<file path="config.mk">
export PLATFORM = sky130hd
export DESIGN_NAME = rotation_detector
export DESIGN_NICKNAME = d
export VERILOG_FILES = /design/src/rtl/rotation_detector.sv
export SDC_FILE = /design/constraint.sdc
export NUM_CORES = 1
export LEC_CHECK = 0
export CORE_MARGIN = 2
export CORE_UTILIZATION = 25
export CTS_BUF_LIST = sky130_fd_sc_hd__clkbuf_16
export DETAILED_ROUTE_END_ITERATION = 10
export GPL_TIMING_DRIVEN = 1
export PLACE_DENSITY = 0.47
export REMOVE_ABC_BUFFERS = 1
export SLEW_MARGIN = 20
export SYNTH_ARGS = -nofsm -noshare
export SYNTH_HDL_FRONTEND = slang
export SYNTH_SLANG_ARGS = --single-unit
</file>
<file path="constraint.sdc">
create_clock -name clk -period 2.7 [get_ports clk]
set_input_delay 0.54 -clock clk [delete_from_list [all_inputs] [get_ports clk]]
set_output_delay 0.54 -clock clk [all_outputs]
set_load 0.005 [all_outputs]
</file>
<file path="src/rtl/rotation_detector.sv">
// rotation_detector
// Recovers the rotation that turns `data` into `rotated`. It walks one
// right-rotation step per clock and reports the smallest step count that
// matches. The amount and direction use the same amt/lr encoding the 8-bit
// rotator consumes.
//
// Ports:
//   clk      rising-edge system clock
//   reset    synchronous, active-high reset
//   start    request a search (sampled only in IDLE)
//   data     original word, captured on the accepted start
//   rotated  rotated word to match, captured on the accepted start
//   busy     high while searching
//   done     one-cycle pulse when found/amt/lr are valid
//   found    1 = a matching rotation exists (held until the next accepted start)
//   amt      recovered rotation amount (held like found)
//   lr       recovered direction, 1 = right, 0 = left (held like found)
module rotation_detector #(
  parameter int WIDTH = 8,
  parameter int AMT_W = 3
) (
  input  logic             clk,
  input  logic             reset,
  input  logic             start,
  input  logic [WIDTH-1:0] data,
  input  logic [WIDTH-1:0] rotated,
  output logic             busy,
  output logic             done,
  output logic             found,
  output logic [AMT_W-1:0] amt,
  output logic             lr
);

  typedef enum logic [1:0] {
    IDLE   = 2'd0,
    SEARCH = 2'd1,
    DONE   = 2'd2
  } state_t;

  localparam logic [AMT_W:0]   HALF = (AMT_W+1)'(WIDTH / 2);
  localparam logic [AMT_W:0]   FULL = (AMT_W+1)'(WIDTH);
  localparam logic [AMT_W-1:0] LAST = AMT_W'(WIDTH - 1);

  state_t           state;
  logic [WIDTH-1:0] shreg;
  logic [WIDTH-1:0] target;
  logic [AMT_W-1:0] cnt;
  logic [AMT_W:0]   k_ext;

  // The step count is widened by one bit so WIDTH/2 and WIDTH fit.
  assign k_ext = {1'b0, cnt};

  // busy and done come straight from the state register.
  assign busy = (state == SEARCH);
  assign done = (state == DONE);

  // Search FSM, capture registers and the held result.
  always_ff @(posedge clk) begin
    if (reset) begin
      state  <= IDLE;
      shreg  <= '0;
      target <= '0;
      cnt    <= '0;
      found  <= 1'b0;
      amt    <= '0;
      lr     <= 1'b0;
    end else begin
      case (state)
        IDLE: begin
          if (start) begin
            shreg  <= data;
            target <= rotated;
            cnt    <= '0;
            state  <= SEARCH;
          end else begin
            state <= IDLE;
          end
        end
        SEARCH: begin
          if (shreg == target) begin
            found <= 1'b1;
            state <= DONE;
            // Up to half a turn is reported as a right rotation (the tie
            // goes right). Anything beyond that is the shorter left rotation.
            if (k_ext <= HALF) begin
              amt <= cnt;
              lr  <= 1'b1;
            end else begin
              amt <= AMT_W'(FULL - k_ext);
              lr  <= 1'b0;
            end
          end else if (cnt == LAST) begin
            found <= 1'b0;
            amt   <= '0;
            lr    <= 1'b0;
            state <= DONE;
          end else begin
            shreg <= {shreg[0], shreg[WIDTH-1:1]};
            cnt   <= cnt + 1'b1;
          end
        end
        DONE: begin
          state <= IDLE;
        end
        default: begin
          state <= IDLE;
        end
      endcase
    end
  end

endmodule

</file>
==> results.md, run 1 <==
* Clk network pwr share at 31.9%
* Num CTS Buffers at 3
* Worst hold path type: reg2reg
* Final critical-path required period at 2.071 ns
* Nets at 193
* CTS resizes at 0
* Post-synthesis register bit count at 26
* Vias at 1,061
* Vias per Instance at 4.421
* Antenna-violating nets left at 0
* Synth warn at 0
* Period utilization at 76.71%
* Final setup fails at 0
* Yosys cell types at 27
* Fin. Hold Viols at 0
* Critical path arrival at 1.53 ns
* R2R Path End: shreg[6]
* Layout fillers at 555
* Critical path origin: state[1]
* Final WS setup at 0.6287 ns
* Initial Util at 25.86%
* P_int at 735.9 uW
* Maximum vdd drop at 0.2141 mV
* Outcome: finished, final reports clean
* CP required at 2.16 ns
* Post-synth EDFFs at 0
* Row cnt at 26
* Hold endpoint: found
* Total Wirelength at 2933 um
* Die area at 0.005845 mm2
* Root buf cell: clkbuf_16
* DRT iter0 DRCs at 42
* Number of global-route vias before repair at 1,070
* H-tree Lvls at 1
* Dpl hpwl at 2188 um
* Critical Path Slowest Stage Cell: clkdlybuf4s50_1
* CP top delay family: buffers and inverters
* Switch share at 28.30%
* Area delta synth->final at 30.79%
* P_sw at 290.5 uW
* Initial antenna violation count at 0
* Clock Skew at 0.007629 ns
* Worst Setup Path Type: reg2out
* FF-to-FF setup slack at 1.05 ns
* Largest net degree at the start of global routing at 18
* RSZ-0062 raised after global routing: false
* Clk buf depth at 2
* CTS tree: done
* CP Capture Type: primary output
* DRC viols at 0
* Pleak at 0.5934 nW
* Reg-to-reg critical path startpoint: cnt[0]
* Global placement routability congestion at 0.7468
* Die height at 76.46 um
* Clock latency on the worst-skew pair at 0.26 ns
* Routed WL per cell at 12.22 um
* Mapped Area at 0.001313 mm2
* Hold path start: found
* Ports at 26
* Flop pwr share at 43.6%
* Total power per unit cell area at 597.9 mW/mm2
* Core area at 0.005075 mm2
* Worst Reg-to-Reg Cells at 7
* WP buf/inv at 2
* Final Slew Violations at 0
* Setup tns final at 0 ns
* Clock Pin Slew Worst Setup and Hold Paths at 0.07 ns
* Tightest Pin Transition at 0.6164 ns
* Ratio of cells with drive above 1 in the final layout at 14.12%
* CP Cell Sequence: nand2b_1 -> inv_1 -> clkdlybuf4s50_1
* Post-synthesis sequential area ratio at 39.66%
* Largest stage delay, worst path at 0.51 ns
* Pre-Repair DR Iteration Count at 3
* Commonest register cell after synthesis: dfxtp_1
* Hold-fix buffers at CTS at 0
* Post-CTS setup buffer count at 0
* FMAX at 482.8 MHz
* Fraction of registers with async set/reset at 0%
* CP Launch Type: register
* Global route overflow at 0
* Crit-path max FO at 11
* Max-cap viol count at 0
* Syn_area_per_cell at 9.052 um2
* Sink Count at 26
* Chip width at 76.46 um
* Combinational Power Share at 24.5%
* First-pass GRT wire length at 5092 um
* Dpl ws at 0.6889 ns
* Hold path depth at 2
* Mapped Cells at 145
* I/O Buffers at 25
* Relative slew margins at 58.81%
* Antenna diodes at 0
* Global-route usage over all layers at 10.85%
routing by layer:
| metal | vias up | routed length (um) | GRT usage [%] |
|---|---|---|---|
| met3 | 2 | 88 | 2.488 |
| met4 | 0 | 41 | 4.909 |
| met2 | 13 | 1432 | 18.58 |
| li1 | 554 | - | - |
| met5 | - | 0 | 0 |
| met1 | 492 | 1370 | 12.87 |
worst reg2reg max path: cells and delay by family, from the launching register on:
family          cells  cell delay, ns
flops               1            0.32
simple gates        1            0.18
fa+ha+maj           2            0.41
buf+inv             1            0.20
compound gates      3            0.43
layout make-up:
type	instances	area, um2	share of cell area [%]
Sequential cell	26	520.5	30.32
Timing Repair Buffer	31	295.3	17.20
Inverter	3	11.26	0.6560
Multi-Input combinational cell	106	723.2	42.13
Tap cell	70	87.58	5.102
Clock inverter	1	3.754	0.2187
Clock buffer	3	75.07	4.373
placed cells by master (no fill, tap or decap), types with 2 or more instances in the layout:
cell              n
a211oi_2          7
inv_1             3
nor2_1           14
nor2b_1           3
nand3_1           2
dfxtp_1          26
a21oi_1          13
clkdlybuf4s50_1  25
buf_4             6
a221oi_2          7
clkbuf_16         3
o32ai_1           3
ha_1              3
xnor2_1           8
nand2_1          21
nand4_1           3
nand2b_1          5
and2_1            9
cells by family after synthesis:
logic type / after synthesis / synth area share [%]
and+or+nand+nor: 58 / 20.97
AOI/OAI and AO/OA: 36 / 25.17
DFF: 26 / 39.66
buffers and inverters: 13 / 5.243
xor gates and xnor gates: 8 / 5.339
adders and majority gates: 3 / 2.860
muxes: 1 / 0.7627
power groups by stage:
stage          Sequential (mW)  Combinational (mW)  Clock (mW)
2_1_floorplan            0.449               0.163           0
3_3_place_gp             0.456               0.248           0
3_5_place_dp             0.457               0.253           0
4_1_cts                  0.448               0.254       0.340
5_1_grt                  0.452               0.277       0.358
6_report                 0.448               0.251       0.328
sequential cells by signal, indices dropped and copies added (netlist names):
name / flops
shreg: 8
amt: 3
found: 1
cnt: 3
state: 2
target: 8
lr: 1
cells in the mapped netlist (3+ instances only):
cell type   n  area [um2]
dfxtp_1    26       520.5
nand2_1    21       78.83
nor2_1     14       52.55
a21oi_1    13       65.06
and2_1      9       56.30
xnor2_1     8       70.07
a211oi_2    7       87.58
a221oi_2    7       105.1
clkbuf_1    6       22.52
nand2b_1    5       31.28
ha_1        3       37.54
inv_1       3       11.26
nand4_1     3       18.77
nor2b_1     3       18.77
o32ai_1     3       26.28
stage by stage:
stage               hold slack, ns  power [mW]  cell area (um2)  utilization, %  std cells
floorplan                   0.4428      0.6129             1255               -        135
global placement            0.4524      0.7040             1638           32.27        236
detailed placement          0.4522      0.7095             1638           32.27        236
CTS                         0.4613       1.043             1717           33.83        240
global route                0.4929       1.087             1717           33.83        240
finish                      0.4576       1.026             1717           33.83        240
worst max path at each step:
stage | to | cells after the start
after floorplan | shreg[0] | 5
after global placement | shreg[0] | 4
after detailed placement | shreg[1] | 4
after CTS | busy | 3
after global routing | busy | 3
final | busy | 3
(Power assumes the default switching activity.)
==> inputs of run 2 (changes only) <==
--- a/config.mk
+++ b/config.mk
@@ -10,7 +10,7 @@
 export CTS_BUF_LIST = sky130_fd_sc_hd__clkbuf_16
 export DETAILED_ROUTE_END_ITERATION = 10
 export GPL_TIMING_DRIVEN = 1
-export PLACE_DENSITY = 0.47
+export PLACE_DENSITY = 0.48
 export REMOVE_ABC_BUFFERS = 1
 export SLEW_MARGIN = 20
 export SYNTH_ARGS = -nofsm -noshare
==> constraint.sdc (replaced) <==
create_clock -name clk -period 1.7 [get_ports clk]
set_input_delay 0.34 -clock clk [delete_from_list [all_inputs] [get_ports clk]]
set_output_delay 0.34 -clock clk [all_outputs]
set_load 0.005 [all_outputs]
==> run 2 against run 1 <==
Design area rose by 4.4%. Via count grew 1.0%. Register-to-register slack got worse by 0.96 ns. Combinational power increased by 73%. Worst hold slack about the same. Global-route usage fell by 0.47 points. Routed wire length shrank 4.7%. Critical endpoint is now shreg[7].
==> results.md, run 2 (synthesized netlist as in run 1, its figures left out) <==
* Final instance area at 0.001793 mm2
* Pre-Repair DR Iteration Count at 4
* Total power at 1.669 mW
* Number of global-route vias before repair at 1,068
* Outcome: finished, final reports clean
* Nets at 194
* Antenna diodes at 0
* H-tree Lvls at 1
* Max-cap viol count at 0
* Die height at 76.46 um
* Worst Setup Path Type: reg2reg
* Clock latency on the worst-skew pair at 0.26 ns
* Fin. Hold Viols at 0
* Ports at 26
* Global-route usage over all layers at 10.38%
* Dpl hpwl at 2034 um
* Vias per Instance at 4.448
* Initial antenna violation count at 0
* Period utilization at 94.76%
* Global placement routability congestion at 0.6951
* Worst hold path type: reg2reg
* Placed Area at 0.001695 mm2
* Global route overflow at 0
* Total Wirelength at 2794 um
* Row cnt at 26
* CP Launch Type: register
* Total power per unit cell area at 930.6 mW/mm2
* Clk buf depth at 2
* Initial Util at 25.86%
* CTS tree: done
* Final setup fails at 0
* Core area at 0.005075 mm2
* Ratio of cells with drive above 1 in the final layout at 16.37%
* Area delta synth->final at 36.61%
* Root buf cell: clkbuf_16
* DRC viols at 0
* Sink Count at 26
* First-pass GRT wire length at 4981 um
* Routed WL per cell at 11.59 um
* Clock Pin Slew Worst Setup and Hold Paths at 0.06 ns
* Relative slew margins at 83.97%
* FMAX at 620.8 MHz
* Crit-path max FO at 16
* Tightest Pin Transition at 0.2395 ns
* Commonest non-fill, non-tap cell in the layout: dfxtp_1
* I/O Buffers at 25
* Critical path arrival at 1.75 ns
* Num CTS Buffers at 3
* Final critical-path required period at 1.611 ns
* Metal3 WL at 129 um
* Hold-fix buffers at CTS at 0
* Die area at 0.005845 mm2
* Final Slew Violations at 0
* Largest net degree at the start of global routing at 30
* Top sig layer: met4
* Most frequent cells in the layout: dfxtp_1 (26), clkdlybuf4s50_1 (24), nand2_1 (21)
* CP Capture Type: register
* DRT iter0 DRCs at 33
* Antenna-violating nets left at 0
* Maximum vdd drop at 0.3752 mV
* Vias at 1,072
* Post-CTS setup buffer count at 0
* RSZ-0062 raised after global routing: true
* Top flop regs: shreg (8), target (8)
* Chip width at 76.46 um
* CP required at 1.84 ns
* Met1 Routed Length at 1355 um
* Pleak at 0.6339 nW
* Clock Skew at 0.002130 ns
* Metal2 WL at 1289 um
[run 2: timing repair]
action | 4_1_cts | 5_1_grt
endpoints found under the setup margin | 1 | 9
endpoints found under the hold margin | 0 | 0
gates resized for setup | 2 | 3
[run 2: metrics by stage]
stage | setup WS, ns | cells | util, % | TNS (ns) | hold WS [ns]
5_1_grt | -0.004005 | 241 | 35.33 | -0.007287 | 0.4954
4_1_cts | 0.02031 | 241 | 35.11 | 0 | 0.4639
3_3_place_gp | 0.08467 | 237 | 33.41 | 0 | 0.4453
2_1_floorplan | -0.1615 | 135 | - | -1.092 | 0.4046
3_5_place_dp | 0.02517 | 237 | 33.41 | 0 | 0.4550
6_report | 0.08911 | 241 | 35.33 | 0 | 0.4578
[run 2: cell type report]
type                    instances  area (um2)
multi-input cells             106       739.5
repair buffers                 32       355.3
inverters                       3       11.26
flip-flops and latches         26       520.5
clock buffers                   3       75.07
well taps                      70       87.58
clock inverters                 1       3.754
fillers                       538        3282
[run 2: final timing paths]
check / to / cells past startpoint / slack (ns) / start
worst min-delay path: found / 2 / 0.46 / found
worst max register to register: shreg[7] / 7 / 0.09 / cnt[0]
worst min register to register: found / 2 / 0.46 / found
worst max-delay path: shreg[7] / 7 / 0.09 / cnt[0]
[run 2: report_power, final]
group | total (mW) | leakage (nW) | switching (mW) | internal, mW
clock | 0.521 | 0.0385 | 0.206 | 0.315
combinational | 0.435 | 0.382 | 0.212 | 0.223
sequential | 0.713 | 0.213 | 0.0499 | 0.663
[run 2: critical path, stage by stage, from the launching register on]
cell      delay (ns)
dfxtp_1         0.33
ha_1            0.20
ha_1            0.22
nor2_2          0.15
o21ai_2         0.09
buf_12          0.17
a221oi_2        0.26
a211oi_2        0.07
[run 2: metal layers]
metal / vias up / track usage, %
met5: - / 0
met4: 0 / 2.727
met3: 2 / 3.436
met2: 20 / 16.02
met1: 489 / 13.91
li1: 561 / -
